### src/rtl/pipelined_loa_adder.sv
// ---------------------------------------------------------------------------
// pipelined_loa_adder
//
// Lower-part-OR approximate adder with a pipelined carry chain. For each beat
// the lowest k bits of the sum are replaced by a bitwise OR of the operands
// (k = approx_k_i, saturated at APPROX_MAX). The remaining upper bits form an
// exact ripple sum whose carry-in is the AND of the operand bits just below
// the approximated region. An exact sum is computed alongside so exact_o can
// flag beats where the approximation happened to be correct.
//
// The carry chain is cut into STAGES equal slices. Each pipeline register
// holds the operands, the approximation mask, the partial sums computed so
// far and both running carries. All stages advance together under a single
// stall signal driven by the output handshake.
//
// Ports
//   clk_i        rising-edge clock
//   rst_ni       asynchronous active-low reset, empties the pipeline
//   in_valid_i   operand beat valid
//   in_ready_o   block accepts a beat this cycle
//   add1_i       operand A (WIDTH bits)
//   add2_i       operand B (WIDTH bits)
//   approx_k_i   number of low bits to OR-approximate for this beat
//   out_valid_o  result beat valid
//   out_ready_i  downstream consumes the result this cycle
//   result_o     approximate sum, MSB is the carry-out (WIDTH+1 bits)
//   exact_o      result_o equals the true sum of the beat
// ---------------------------------------------------------------------------
module pipelined_loa_adder #(
    parameter int WIDTH      = 16,
    parameter int APPROX_MAX = 8,
    parameter int STAGES     = 2
) (
    input  logic                              clk_i,
    input  logic                              rst_ni,
    input  logic                              in_valid_i,
    output logic                              in_ready_o,
    input  logic [WIDTH-1:0]                  add1_i,
    input  logic [WIDTH-1:0]                  add2_i,
    input  logic [$clog2(APPROX_MAX+1)-1:0]   approx_k_i,
    output logic                              out_valid_o,
    input  logic                              out_ready_i,
    output logic [WIDTH:0]                    result_o,
    output logic                              exact_o
);

    localparam int KW    = $clog2(APPROX_MAX + 1);
    localparam int SLICE = WIDTH / STAGES;

    // Saturated k and the per-bit approximation mask of the incoming beat
    logic [KW-1:0]    k_eff;
    logic [WIDTH-1:0] approx_mask;

    // Pipeline registers, stage 1 is fed from the inputs, STAGES drives outputs
    logic             valid_q  [1:STAGES];
    logic [WIDTH-1:0] a_q      [1:STAGES];
    logic [WIDTH-1:0] b_q      [1:STAGES];
    logic [WIDTH-1:0] mask_q   [1:STAGES];
    logic [WIDTH-1:0] asum_q   [1:STAGES];
    logic [WIDTH-1:0] esum_q   [1:STAGES];
    logic             acarry_q [1:STAGES];
    logic             ecarry_q [1:STAGES];

    // View of what each slice works on: slice 0 sees the inputs, slice s the
    // contents of register s
    logic             valid_in  [0:STAGES-1];
    logic [WIDTH-1:0] a_in      [0:STAGES-1];
    logic [WIDTH-1:0] b_in      [0:STAGES-1];
    logic [WIDTH-1:0] mask_in   [0:STAGES-1];
    logic [WIDTH-1:0] asum_in   [0:STAGES-1];
    logic [WIDTH-1:0] esum_in   [0:STAGES-1];
    logic             acarry_in [0:STAGES-1];
    logic             ecarry_in [0:STAGES-1];

    // Slice results, loaded into the following register
    logic [WIDTH-1:0] nxt_asum   [0:STAGES-1];
    logic [WIDTH-1:0] nxt_esum   [0:STAGES-1];
    logic             nxt_acarry [0:STAGES-1];
    logic             nxt_ecarry [0:STAGES-1];

    logic             adv;

    // Clamp k and expand it into a thermometer mask of approximated bits
    always_comb begin
        k_eff = (approx_k_i > KW'(APPROX_MAX)) ? KW'(APPROX_MAX) : approx_k_i;
        approx_mask = '0;
        for (int i = 0; i < WIDTH; i++) begin
            approx_mask[i] = (i < int'(k_eff));
        end
    end

    // Route the inputs into slice 0 and each register into the next slice
    always_comb begin
        valid_in[0]  = in_valid_i;
        a_in[0]      = add1_i;
        b_in[0]      = add2_i;
        mask_in[0]   = approx_mask;
        asum_in[0]   = '0;
        esum_in[0]   = '0;
        acarry_in[0] = 1'b0;
        ecarry_in[0] = 1'b0;
        for (int s = 1; s < STAGES; s++) begin
            valid_in[s]  = valid_q[s];
            a_in[s]      = a_q[s];
            b_in[s]      = b_q[s];
            mask_in[s]   = mask_q[s];
            asum_in[s]   = asum_q[s];
            esum_in[s]   = esum_q[s];
            acarry_in[s] = acarry_q[s];
            ecarry_in[s] = ecarry_q[s];
        end
    end

    // One ripple slice per stage. Inside the approximated region the sum bit
    // is a plain OR and no carry propagates, except at the topmost
    // approximated bit, which hands A&B upward as the carry into bit k. The
    // exact chain runs in parallel so the beat can be tagged exact or not.
    always_comb begin
        logic             ac;
        logic             ec;
        logic             abit;
        logic             bbit;
        logic [WIDTH-1:0] mask_above;
        int               idx;
        ac         = 1'b0;
        ec         = 1'b0;
        abit       = 1'b0;
        bbit       = 1'b0;
        mask_above = '0;
        idx        = 0;
        for (int s = 0; s < STAGES; s++) begin
            nxt_asum[s] = asum_in[s];
            nxt_esum[s] = esum_in[s];
            ac          = acarry_in[s];
            ec          = ecarry_in[s];
            mask_above  = mask_in[s] >> 1;
            for (int j = 0; j < SLICE; j++) begin
                idx  = s * SLICE + j;
                abit = a_in[s][idx];
                bbit = b_in[s][idx];
                if (mask_in[s][idx]) begin
                    nxt_asum[s][idx] = abit | bbit;
                    ac               = abit & bbit & ~mask_above[idx];
                end else begin
                    nxt_asum[s][idx] = abit ^ bbit ^ ac;
                    ac               = (abit & bbit) | (ac & (abit ^ bbit));
                end
                nxt_esum[s][idx] = abit ^ bbit ^ ec;
                ec               = (abit & bbit) | (ec & (abit ^ bbit));
            end
            nxt_acarry[s] = ac;
            nxt_ecarry[s] = ec;
        end
    end

    // Whole pipeline moves as one; it only stalls when the last stage holds a
    // result that downstream is refusing. Bubbles ride along as invalid
    // stages, and reset clears data as well so outputs read zero.
    always_ff @(posedge clk_i or negedge rst_ni) begin
        if (!rst_ni) begin
            for (int s = 1; s <= STAGES; s++) begin
                valid_q[s]  <= 1'b0;
                a_q[s]      <= '0;
                b_q[s]      <= '0;
                mask_q[s]   <= '0;
                asum_q[s]   <= '0;
                esum_q[s]   <= '0;
                acarry_q[s] <= 1'b0;
                ecarry_q[s] <= 1'b0;
            end
        end else if (adv) begin
            for (int s = 0; s < STAGES; s++) begin
                valid_q[s+1]  <= valid_in[s];
                a_q[s+1]      <= a_in[s];
                b_q[s+1]      <= b_in[s];
                mask_q[s+1]   <= mask_in[s];
                asum_q[s+1]   <= nxt_asum[s];
                esum_q[s+1]   <= nxt_esum[s];
                acarry_q[s+1] <= nxt_acarry[s];
                ecarry_q[s+1] <= nxt_ecarry[s];
            end
        end
    end

    assign out_valid_o = valid_q[STAGES];
    assign adv         = ~out_valid_o | out_ready_i;
    assign in_ready_o  = adv;
    assign result_o    = {acarry_q[STAGES], asum_q[STAGES]};

    // Only a valid beat can be flagged exact, which also keeps it low in reset
    assign exact_o = valid_q[STAGES] &
                     ({acarry_q[STAGES], asum_q[STAGES]} == {ecarry_q[STAGES], esum_q[STAGES]});

endmodule

### config.mk
export PLATFORM = sky130hd
export DESIGN_NAME = pipelined_loa_adder
export DESIGN_NICKNAME = d
export VERILOG_FILES = /design/src/rtl/pipelined_loa_adder.sv
export SDC_FILE = /design/constraint.sdc
export NUM_CORES = 1
export LEC_CHECK = 0
export CAP_MARGIN = 5
export CELL_PAD_IN_SITES_DETAIL_PLACEMENT = 1
export CELL_PAD_IN_SITES_GLOBAL_PLACEMENT = 2
export CORE_MARGIN = 5
export CORE_UTILIZATION = 38
export DETAILED_ROUTE_END_ITERATION = 10
export HOLD_SLACK_MARGIN = 0.06
export PLACE_DENSITY_LB_ADDON = 0.1
export SLEW_MARGIN = 20
export SYNTH_ARGS = -nofsm -noshare
export SYNTH_HDL_FRONTEND = slang
export SYNTH_SLANG_ARGS = --single-unit
### constraint.sdc
create_clock -name clk_i -period 7.73 [get_ports clk_i]
set_clock_uncertainty 0.15 [all_clocks]
set_input_delay 1.546 -clock clk_i [delete_from_list [all_inputs] [get_ports clk_i]]
set_output_delay 1.546 -clock clk_i [all_outputs]
set_load 0.01 [all_outputs]
-- Word level (Yosys, flattened, before mapping)
Index checks and enable logic that the tools add are counted.
- bits in registers: 101
- input port bits: 40
- output and inout bits: 20
- logic and storage cells: 229
- magnitude comparators: 16
- equal/unequal tests: 1
- multiplexer cells: 31
- bitwise gates (word level): 168
- operators by type and width (operator ; number):
    bitwise AND 1 bit ; 61
    bitwise OR 1 bit ; 46
    bitwise XOR 1 bit ; 46
    two-way mux 1 bit ; 30
    less-than comparator 4 bit, first input constant ; 7
    == test 17 bit ; 1
    less-than comparator 3 x 4 -> 1 bit, first input constant ; 4
    NOT 1 bit ; 15
    less-than comparator 1 x 4 -> 1 bit, first input constant ; 2
    less-than comparator 2 x 4 -> 1 bit, first input constant ; 2
    > comparator 4 bit, second input constant ; 1
    two-way mux 4 bit ; 1

-- Longest topological paths before layout
Gate-level depths: netlist of run 1.
- word-level depth: 27
- mapped depth: 24
- gate-level depth less buffers: 23

-- Worst setup path before layout of run 1
OpenSTA, ideal clock, no wires.
- path type: input port to flip-flop
- start: input port approx_k_i[2]
- end: register asum_q, in the netlist asum_in[7]
- data arrival time: 5686 ps
- required time: 7503 ps
- path slack: 1817 ps
- cell stages on the path: 23
- cell sequence: buf_2 nor3_1 and2_1 fa_1 nand2b_1 a21oi_1 fa_1 nand2_1 a21oi_1 fa_1 nand2_1 o21ai_0 fa_1 nand2_1 a21boi_0 fa_1 nand2_1 a21oi_1 fa_1 a21oi_1 fa_1 mux2_2 a21oi_1
- cells in the longest elaborated chain, start to end: 26
- elaborated cells between the ends (all ways): 45
- those cells by class: 9 x order compare; 9 x mux; 27 x bitwise
- RTL lines (item ; RTL line ; text):
    start: declaration ; 40 ; input logic [$clog2(APPROX_MAX+1)-1:0] approx_k_i,
    > comparator 4 bit ; 85 ; k_eff = (approx_k_i > KW'(APPROX_MAX)) ? KW'(APPROX_MAX) : approx_k_i;
    two-way mux 4 bit (*) ; 85 ;
    less-than comparator 1 x 4 -> 1 bit ; 88 ; approx_mask[i] = (i < int'(k_eff));
    NOT 1 bit ; 143 ; ac = abit & bbit & ~mask_above[idx];
    bitwise AND 1 bit ; 143 ;
    two-way mux 1 bit ; 141 ; if (mask_in[s][idx]) begin
    bitwise AND 1 bit ; 146 ; ac = (abit & bbit) | (ac & (abit ^ bbit));
    bitwise OR 1 bit ; 146 ;
    [... 10 more ...] ; -- ;
    bitwise AND 1 bit ; 146 ;
    bitwise OR 1 bit ; 146 ;
    two-way mux 1 bit ; 141 ;
    bitwise AND 1 bit ; 146 ;
    bitwise OR 1 bit ; 146 ;
    two-way mux 1 bit ; 141 ;
    bitwise XOR 1 bit ; 145 ; nxt_asum[s][idx] = abit ^ bbit ^ ac;
    two-way mux 1 bit (*) ; 141 ;
    end signal: indexed assignment ; 177 ; asum_q[s+1] <= nxt_asum[s];
    end: declaration ; 59 ; logic [WIDTH-1:0] asum_q [1:STAGES];
Every way passes the cells marked *; elsewhere a longest branch is shown, timed or not.
A chain may end at the register's enable or synchronous reset.

-- Worst setup path in the final report of run 1
- start: input port approx_k_i[3]
- end: register asum_q, in the netlist asum_in[7]
The elaborated chain is that of the path after synthesis.

==> summary.txt, run 1 <==
Run status
  – Status: completed

Yosys
  – Synth Area in XOR/XNOR: around 3.3%
  – Simple-gate share of the synthesized area: between 15 and 20%
  – Synth Instances: 468
  – Distinct cells, synth: 36
  – Mux cell area share after synthesis: roughly 1.8%
  – Synth Cell Area: 4580 um^2
  – Seq cells post-synth: 77
  – Syn Area/Cell: slightly below 10 um^2
  – Combinational family with the most area after synthesis: adder cells
  – Post-synth net total: roughly 570
  – Syn. warnings: 0
  – Post-synthesis sequential area ratio: 42.1%
  – Post-Synth Adder-Cell Area: a little over a fifth
  – Post-synthesis compound-gate area fraction: 7.79%

Detailed routing
  – WL/cell: around 14 um
  – Vias post-DR: ~3200
  – DRC Markers: 0
  – First-pass DRT Iterations: 4
  – Drt initial violations: between 100 and 150
  – Final wirelength: approximately 9700 um
  – Via density: between 4 and 5
  – Post-route ant nets: 0

Place
  – Pre-CTS setup slack: about 840 ps
  – # placed instances: 657
  – Placer Congestion: 0.742
  – Area post-placement: around 5200 um^2
  – Post-DP HPWL: approximately 7000 um
  – Port Buffers: 59

Die
  – Effective utilization at floorplan: a little under 40%
  – Die Y: between 100 and 150 um
  – Core Region: between 10000 and 15000 um^2
  – Die extent in x: about 120 um
  – Row cnt: 40
  – Die area: 14300 um^2
  – # IOs: 60

Clock network
  – Maximum clock insertion buffer count: 2
  – Post-CTS setup buffers: 0
  – PostCTS Resize Cnt: 0
  – Sink Count: 77
  – Later-pin clock latency in the skew report: between 300 and 400 ps
  – Cts bufs inserted: 9
  – Clock root buffer master: clkbuf_16
  – CTS tree: built
  – Post-CTS Hold Buffers: 0
  – H-tree depth: 3
  – Clock slew at reported path FFs: ~60 ps

Flow run
  – Max_cap viols: 0

Timing
  – Tmin final: roughly 6500 ps
  – Final WS setup: 1220 ps
  – RSZ-0062 raised after global routing: false
  – Tightest Pin Transition: 938 ps
  – Tcrit/Tclk final: approximately 84%
  – Endpoints failing hold: 0
  – Max Slew Vio Count: 0
  – Max Freq: between 150 and 200 MHz
  – Final setup fails: 0
  – Final setup TNS: 0 ps
  – Tightest hold margin: ~320 ps
  – Rel. slew slack: between 30% and 40%

Critical path
  – Worst path cell trace: clkdlybuf4s50_1 > nor3_1 > and2_1 > fa_1 > nand2b_1 > a21oi_1 > fa_1 > nand2_1 > a21oi_1 > fa_1 > nand2_1 > o21ai_0 > fa_1 > nand2_1 > a21boi_0 > fa_1 > nand2_1 > a21oi_1 > fa_1 > a21oi_1 > fa_1 > mux2_2 > a21oi_1
  – Arr. time, crit path: ~6600 ps
  – CP Data Required Time: 7830 ps
  – Worst-path fanout max: 11
  – Startpoint class of the critical path: input port
  – Worst R2R Path Depth: 22
  – Most used cell, CP: fa_1
  – Critical path endpoint category: flop
  – Slowest-stage cell, CP: clkdlybuf4s50_1
  – WP buf/inv: 1
  – CP max stage delay: about 750 ps
  – CP top delay family: adder cells
  – Crit Path Class: input port to flop
  – CP Depth: 23

Global route
  – GRT overflow: 0
  – Total track usage: around 14%
  – Initial antenna violation count: 0
  – First-pass GRT wire length: around 16000 um
  – Vias in the first global route: 3377
  – Largest net degree at the start of global routing: between 90 and 100

Finish
  – P&R area growth vs syn: 19.4%
  – Layout cells sized above 1: under 10%
  – Most common cell after layout, fill and taps aside: nand2_1
  – Nets: 621
  – Fin area: approximately 5500 um^2
  – Final core occ: between 40% and 50%
  – # diodes: 0
  – Non-filler cells, final: 671
  – Commonest non-fill, non-tap cells in the layout: nand2_1 (124), dfrtp_1 (77), clkdlybuf4s50_1 (58), inv_1 (47)

Worst hold path
  – Hold Crit Class: flop to flop
  – Cell depth of the worst hold path: 1

Power and ir drop
  – PD cells: ~250 nW/um^2
  – Sw power: around 0.44 mW
  – Sw frac: about 33%
  – Pwr Total: roughly 1.3 mW
  – Reg power frac: 42.6%
  – Leak: roughly 2.6 nW
  – Internal: roughly 0.9 mW
  – Clock network fraction of total power: 27.3%
  – Combinational Power Share: between 30% and 40%
  – Peak supply drop: approximately 0.00012 V
## synth_stat cells, drive strengths merged
cell type  count  share of area [%]
a211oi         4               0.66
a21boi         1               0.16
a21oi         23                3.2
a31oi          3               0.41
and2           8                1.1
buf           14                2.9
clkbuf         5               0.41
dfrtp         77                 42
fa            30                 13
ha            30                8.2
inv           48                3.9
mux2           2               0.49
mux2i          6                1.3
nand2        124                 10
nand2b         2               0.27
nand3          4               0.44
nand3b         3               0.49
nand4          3               0.41
nand4b         1               0.19
nor2          26                2.2
nor2b          1               0.30
nor3           1               0.11
nor3b          1               0.16
nor4           3               0.55
o21ai         26                2.8
o22ai          4               0.55
or2            1               0.14
xnor2         13                2.5
xor2           4               0.77
## final cells by class
| type | instances | area [um^2] |
|---|---|---|
| Multi-Input combinational cell | 324 | 2320 |
| Inverter | 48 | 180 |
| Tap cell | 147 | 184 |
| Clock inverter | 3 | 15.0 |
| Fill cell | 1371 | 6450 |
| Clock buffer | 11 | 233 |
| Timing Repair Buffer | 61 | 607 |
| Sequential cell | 77 | 1930 |
## routing by layer
metal | GRT usage, % | wire length, um
met1 | 19.6 | 4620
met4 | 4.29 | 136
met5 | 0 | 0
met2 | 23.3 | 4700
met3 | 2.54 | 234
## power groups by stage
stage          registers (mW)  logic, mW  clock network, mW
5_1_grt                 0.590      0.465              0.402
4_1_cts                 0.578      0.421              0.385
3_3_place_gp            0.580      0.409                  0
2_1_floorplan           0.580      0.240                  0
6_report                0.574      0.406              0.368
3_5_place_dp            0.584      0.418                  0
## cell families after synthesis
group / count (synthesis)
muxes: 8
adders and majority gates: 60
xor gates and xnor gates: 17
buffers and inverters: 67
and+or+nand+nor: 178
DFF: 77
AOI/OAI and AO/OA: 61
## sequential cells by signal, summed over array words and instances (netlist names)
register	flops
acarry_in	1
valid_in	1
b_in	8
ecarry_q	1
asum_in	8
esum_q	16
ecarry_in	1
out_valid_o	1
a_in	8
result_o	17
esum_in	8
mask_in	7
## final timing paths
path,start,to,slack (ps)
setup / recovery,approx_k_i[3],asum_in[7],1220
hold / removal,valid_in[0],out_valid_o,320
setup reg to reg,a_in[8],result_o[15],2790
hold reg to reg,valid_in[0],out_valid_o,320
max in group asynchronous,rst_ni,asum_in[5],5820
min in group asynchronous,rst_ni,result_o[12],1110
(Power assumes the default switching activity.)
==> run 2: changes to the inputs <==
--- a/config.mk
+++ b/config.mk
@@ -9,7 +9,7 @@
 export CELL_PAD_IN_SITES_DETAIL_PLACEMENT = 1
 export CELL_PAD_IN_SITES_GLOBAL_PLACEMENT = 2
 export CORE_MARGIN = 5
-export CORE_UTILIZATION = 38
+export CORE_UTILIZATION = 32
 export DETAILED_ROUTE_END_ITERATION = 10
 export HOLD_SLACK_MARGIN = 0.06
 export PLACE_DENSITY_LB_ADDON = 0.1
==> constraint.sdc (replaced) <==
create_clock -name clk_i -period 5.5 [get_ports clk_i]
set_clock_uncertainty 0.15 [all_clocks]
set_input_delay 1.1 -clock clk_i [delete_from_list [all_inputs] [get_ports clk_i]]
set_output_delay 1.1 -clock clk_i [all_outputs]
set_load 0.01 [all_outputs]
==> run 2 against run 1 <==
  * Final cell count increased by 6.4%
  * Flip-flop and latch count unchanged
  * Register-to-register slack got worse by 2200 ps
  * Power increased by 52%
  * Critical path depth unchanged
  * Global-route usage decreased by 1.2 points
  * Via count increased by 2.4%
  * Die area increased by 17%
  * Clock power increased by 77%
  * Design area increased by 4.0%
  * Hold slack got worse by 9.9 ps
  * Largest power group unchanged
==> summary.txt, run 2 (same netlist as run 1, synthesis figures left out) <==
Detailed routing
  – First-pass DRT Iterations: 4
  – Vias post-DR: roughly 3300
  – Drt initial violations: a little under 100
  – Post-route ant nets: 0
  – WL/cell: about 15 um
  – DRC Markers: 0
  – Via density: 4.55
  – Final wirelength: 10400 um

Power and ir drop
  – Internal: roughly 1.4 mW
  – Peak supply drop: 0.000186 V
  – PD cells: approximately 360 nW/um^2
  – Reg power frac: 39.5%
  – Sw power: between 0.6 and 0.7 mW
  – Clock network fraction of total power: a little under a third
  – Leak: roughly 2.6 nW
  – Sw frac: a little under a third
  – Combinational Power Share: between 20 and 30%

Place
  – Post-DP HPWL: about 7400 um
  – Port Buffers: between 50 and 60
  – Placer Congestion: between 0.7 and 0.8

Global route
  – Total track usage: a little over an eighth
  – Vias in the first global route: between 3000 and 4000
  – Largest net degree at the start of global routing: 93
  – GRT overflow: 0
  – First-pass GRT wire length: approximately 17000 um
  – Initial antenna violation count: 0

Clock network
  – Clock root buffer master: clkbuf_16
  – Cts bufs inserted: 9
  – Clock slew at reported path FFs: about 60 ps
  – Post-CTS Hold Buffers: 0
  – H-tree depth: 3
  – CTS tree: built
  – Maximum clock insertion buffer count: 2
  – Later-pin clock latency in the skew report: roughly 340 ps
  – Sink Count: 77

Timing
  – Tcrit/Tclk final: a little over nine tenths
  – Tightest Pin Transition: 960 ps
  – Tmin final: 5310 ps
  – Max Freq: between 150 and 200 MHz
  – Rel. slew slack: ~36%
  – Endpoints failing hold: 0
  – Max Slew Vio Count: 0
  – Final setup TNS: 0 ps
  – RSZ-0062 raised after global routing: false
  – Final setup fails: 0

Critical path
  – Worst-path fanout max: 2
  – CP Data Required Time: 5610 ps
  – Most used cell, CP: fa_2
  – CP max stage delay: between 400 and 500 ps
  – Critical path endpoint category: flop
  – Crit Path Class: input port to flop
  – Arr. time, crit path: 5420 ps
  – Worst path cell trace: dlygate4sd2_1 > ha_2 > and2_1 > fa_2 > nand2b_1 > a21oi_1 > fa_2 > nand2_2 > a21oi_2 > fa_2 > nand2_1 > o21ai_1 > fa_1 > nand2_1 > a21boi_1 > fa_2 > nand2_2 > a21oi_2 > fa_2 > a21oi_2 > fa_1 > mux2_4 > a21oi_2
  – Slowest-stage cell, CP: fa_1
  – Startpoint class of the critical path: input port

Finish
  – Flip-flop and latch area: 1930 um^2
  – Nets: approximately 630
  – # diodes: 0
  – Area of the multi-input gates: 2360 um^2
  – Most common cell after layout, fill and taps aside: nand2_1
  – Max FFs per register: 17
  – Commonest non-fill, non-tap cells in the layout: nand2_1 (122), dfrtp_1 (77), clkdlybuf4s50_1 (53), inv_1 (47), ha_1 (29)
  – Layout cells sized above 1: 10.1%
  – Fillers: 1568
  – P&R area growth vs syn: 24.2%
  – Final core occ: between 40 and 50%

Die
  – Core Region: 13900 um^2
  – Die extent in x: between 100 and 150 um
  – # IOs: 60
  – Die area: about 17000 um^2
  – Effective utilization at floorplan: around a third
  – Die Y: 130 um
  – Row cnt: 43

Worst hold path
  – Hold Crit Class: flop to flop

Flow run
  – Max_cap viols: 0

Run status
  – Status: completed
run 2: cell types whose count changed in the layout (fill, tap and decap cells not counted), moves of 2 or more:
cell,change
fa_1,-5
nand2_2,+2
clkdlybuf4s50_1,-5
fa_2,+5
a21oi_1,-4
bufinv_16,+2
dlygate4sd2_1,+5
nand2_1,-2
clkbuf_8,+2
a21oi_2,+4
buf_4,+8
run 2: worst paths after layout:
| kind | cells after the start | to | slack, ps | start |
|---|---|---|---|---|
| worst max register to register | 22 | result_o[15] | 580 | b_in[8] |
| max in group asynchronous | 1 | asum_in[5] | 4060 | rst_ni |
| worst min register to register | 2 | valid_in[0] | 310 | valid_in[0] |
| worst min-delay path | 2 | valid_in[0] | 310 | valid_in[0] |
| min in group asynchronous | 1 | a_in[13] | 660 | rst_ni |
| worst max-delay path | 23 | asum_in[7] | 190 | add1_i[0] |
run 2: routing by layer:
metal / track usage [%] / part of all wire (%) / wire [um]
met1: 16.8 / 44 / 4610
met2: 22.6 / 51 / 5330
met4: 3.42 / 1.2 / 124
met3: 3.01 / 3.1 / 323
met5: 0 / 0 / 0
run 2: power groups by stage:
stage	Combinational, mW	Sequential, mW	Clock, mW
after floorplan	0.337	0.815	0
after global placement	0.584	0.816	0
after detailed placement	0.594	0.823	0
after CTS	0.604	0.813	0.670
after global routing	0.672	0.829	0.694
final	0.586	0.807	0.651
run 2: per-stage QoR:
step / hold slack, ps / instances / setup slack, ps / area, um^2 / total power, mW
floorplan: 280 / 468 / 32.6 / 4580 / 1.15
global placement: 293 / 698 / -489 / 5320 / 1.40
detailed placement: 299 / 698 / -654 / 5320 / 1.42
CTS: 312 / 714 / 32.2 / 5660 / 2.09
global route: 349 / 714 / 2.59 / 5680 / 2.20
finish: 306 / 714 / 194 / 5680 / 2.04
run 2: worst max-delay path: cells and delay by family:
family                     cells  cell delay, ps
muxes                          1             280
and+or+nand+nor                6             500
AOI/OAI and AO/OA              7             590
adders and majority gates      8            2690
buffers and inverters          1             250
run 2: repair_timing:
item,CTS,global route
endpoints found under the setup margin,1,1
setup buffers,0,0
endpoints found under the hold margin,0,0
gates resized for setup,12,9
pin swaps,3,7
run 2: layout make-up:
| class | count | share of cell area, % |
|---|---|---|
| flip-flops and latches | 77 | 33.9 |
| inverters | 48 | 3.17 |
| multi-input cells | 324 | 41.6 |
| clock inverters | 4 | 1.23 |
| clock buffers | 12 | 4.51 |
| well taps | 180 | 3.96 |
| repair buffers | 69 | 11.6 |
==> run 3: changes to the inputs <==
--- a/config.mk
+++ b/config.mk
@@ -8,10 +8,12 @@
 export CAP_MARGIN = 5
 export CELL_PAD_IN_SITES_DETAIL_PLACEMENT = 1
 export CELL_PAD_IN_SITES_GLOBAL_PLACEMENT = 2
+export CORE_ASPECT_RATIO = 0.75
 export CORE_MARGIN = 5
 export CORE_UTILIZATION = 32
 export DETAILED_ROUTE_END_ITERATION = 10
 export HOLD_SLACK_MARGIN = 0.06
+export MAX_ROUTING_LAYER = met4
 export PLACE_DENSITY_LB_ADDON = 0.1
 export SLEW_MARGIN = 20
 export SYNTH_ARGS = -nofsm -noshare
==> run 3 against run 2 <==
  * Core utilization is 0.082 points higher
  * Final cell count decreased by 0.42%
  * Flip-flop and latch count did not move
  * Fmax grew 0.41%
  * Hold slack better by 2.2 ps
  * Design area fell by 0.13%
  * Count of clock-buffer cells in the layout unchanged
  * Die area rose by 0.14%
  * Worst setup slack better by 21 ps
  * Via count shrank 0.55%
==> summary.txt, run 3 (same netlist as run 1, synthesis figures left out) <==
Clock network
  – Cts bufs inserted: 9
  – Post-CTS Hold Buffers: 0
  – Maximum clock insertion buffer count: 2
  – Later-pin clock latency in the skew report: about 340 ps
  – Clock slew at reported path FFs: around 60 ps
  – Sink Count: 77
  – Clock root buffer master: clkbuf_16
  – H-tree depth: 3
  – CTS tree: built

Detailed routing
  – Via density: roughly 4.5
  – Vias post-DR: 3232
  – DRC Markers: 0
  – First-pass DRT Iterations: 4
  – Post-route ant nets: 0
  – Final wirelength: 10400 um
  – Drt initial violations: ~100
  – WL/cell: 14.6 um

Critical path
  – Slowest-stage cell, CP: fa_1
  – Critical path endpoint category: flop
  – Flop-to-flop setup slack: between 500 and 600 ps
  – Worst r2r src: a_in[8]
  – Worst-path fanout max: 2
  – CP Data Required Time: approximately 5600 ps
  – Arr. time, crit path: 5400 ps
  – CP max stage delay: 430 ps
  – Worst R2R Path Depth: 22
  – Startpoint class of the critical path: input port
  – Crit Path Class: input port to flop
  – Most used cell, CP: fa_2
  – Worst path cell trace: dlygate4sd2_1 > ha_2 > and2_1 > fa_2 > nand2b_1 > a21oi_1 > fa_2 > nand2_1 > a21oi_1 > fa_1 > nand2_1 > o21ai_1 > fa_2 > nand2_1 > a21boi_1 > fa_2 > nand2_1 > a21oi_1 > fa_2 > a21oi_2 > fa_1 > mux2_4 > a21oi_2
  – Reg2reg end: result_o[15]

Finish
  – Nets: roughly 630
  – P&R area growth vs syn: 24.0%
  – Most common cell after layout, fill and taps aside: nand2_1
  – Commonest non-fill, non-tap cells in the layout: nand2_1 (124), dfrtp_1 (77), clkdlybuf4s50_1 (53), inv_1 (47), ha_1 (29)
  – Fillers: between 1500 and 2000
  – Max FFs per register: 17
  – Layout cells sized above 1: approximately 9.7%
  – # diodes: 0
  – Fin area: 5680 um^2
  – Non-filler cells, final: just over 700

Place
  – Port Buffers: 59
  – Post-DP HPWL: approximately 7600 um
  – # placed instances: just under 700
  – Placer Congestion: approximately 0.76
  – Area post-placement: 5310 um^2

Die
  – Core Region: 13900 um^2
  – Row cnt: 37
  – Die area: 16800 um^2
  – Effective utilization at floorplan: about a third
  – # IOs: 60
  – Die Y: between 100 and 150 um
  – Die extent in x: between 100 and 150 um

Global route
  – Global Route met2 Usage: about a fifth
  – Initial antenna violation count: 0
  – Met1 Use GR: 18.2%
  – Largest net degree at the start of global routing: just over 90
  – Met3 usage: ~3.4%
  – GR peak layer: met2
  – First-pass GRT wire length: 17700 um
  – Vias in the first global route: between 3000 and 4000
  – Total track usage: a little over an eighth
  – GRT overflow: 0

Power and ir drop
  – Peak supply drop: between 0.00015 and 0.0002 V
  – Combinational Power Share: between 20% and 30%
  – Sw frac: between 30% and 40%
  – PD cells: ~360 nW/um^2
  – Pwr Total: slightly above 2 mW
  – Clock network fraction of total power: between 30% and 40%
  – Leak: roughly 2.6 nW
  – Sw power: approximately 0.64 mW
  – Internal: around 1.4 mW
  – Reg power frac: roughly 40%

Timing
  – Rel. slew slack: 36.1%
  – Final setup TNS: 0 ps
  – Tightest Pin Transition: 958 ps
  – Max Slew Vio Count: 0
  – RSZ-0062 raised after global routing: false
  – Tightest hold margin: a little over 300 ps
  – Final setup fails: 0
  – Tcrit/Tclk final: 96.1%
  – Endpoints failing hold: 0
  – Tmin final: about 5300 ps
  – Max Freq: approximately 190 MHz

Worst hold path
  – Cell depth of the worst hold path: 2
  – Hold wc startpoint: valid_in[0]
  – Hold EP: valid_in[0]
  – Hold Crit Class: flop to flop

Run status
  – Status: completed

Flow run
  – Max_cap viols: 0
[run 3: worst max-delay path, delay by kind of cell]
family	cells	cell delay [ps]
simple gates	6	460
buf+inv	1	250
mux	1	290
fa+ha+maj	8	2660
compound gates	7	640
[run 3: power by group through the flow]
stage                     sequential (mW)  combinational, mW  clock [mW]
after global routing                0.829              0.673       0.698
after detailed placement            0.822              0.600           0
after floorplan                     0.815              0.337           0
after global placement              0.817              0.583           0
final                               0.807              0.585       0.654
after CTS                           0.813              0.604       0.675
[run 3: final cells by class]
| type | count | area (um^2) | area share [%] |
|---|---|---|---|
| Multi-Input combinational cell | 324 | 2350 | 41.4 |
| Sequential cell | 77 | 1930 | 34.0 |
| Timing Repair Buffer | 71 | 672 | 11.8 |
| Clock buffer | 12 | 256 | 4.52 |
| Tap cell | 175 | 219 | 3.86 |
| Inverter | 48 | 180 | 3.17 |
| Clock inverter | 4 | 70.1 | 1.23 |
[run 3: what timing repair did]
action,CTS,global route
setup buffers,1,1
pin swaps,3,3
gates resized for setup,13,4
endpoints found under the setup margin,2,1
[run 3: worst max path at each step]
stage,endpoint,cells after the start,slack (ps),startpoint
2_1_floorplan,asum_in[7],23,30,approx_k_i[2]
5_1_grt,asum_in[7],23,20,add2_i[0]
3_5_place_dp,asum_in[7],23,-660,add1_i[0]
4_1_cts,asum_in[7],23,90,add2_i[0]
6_report,asum_in[7],23,220,add2_i[0]
3_3_place_gp,asum_in[7],23,-550,add1_i[0]
[run 3: routing by layer]
layer	share of wire, %	vias to the layer above
li1	-	1585
met1	50	1599
met2	46	37
met3	3.1	11
met4	1.1	0
met5	0	-
[run 3: through the flow]
step	worst slack (ps)	utilization, %
after floorplan	32.6	-
after global placement	-553	38.2
after detailed placement	-658	38.2
after CTS	86.4	40.7
after global routing	18.2	40.9
final	216	40.9
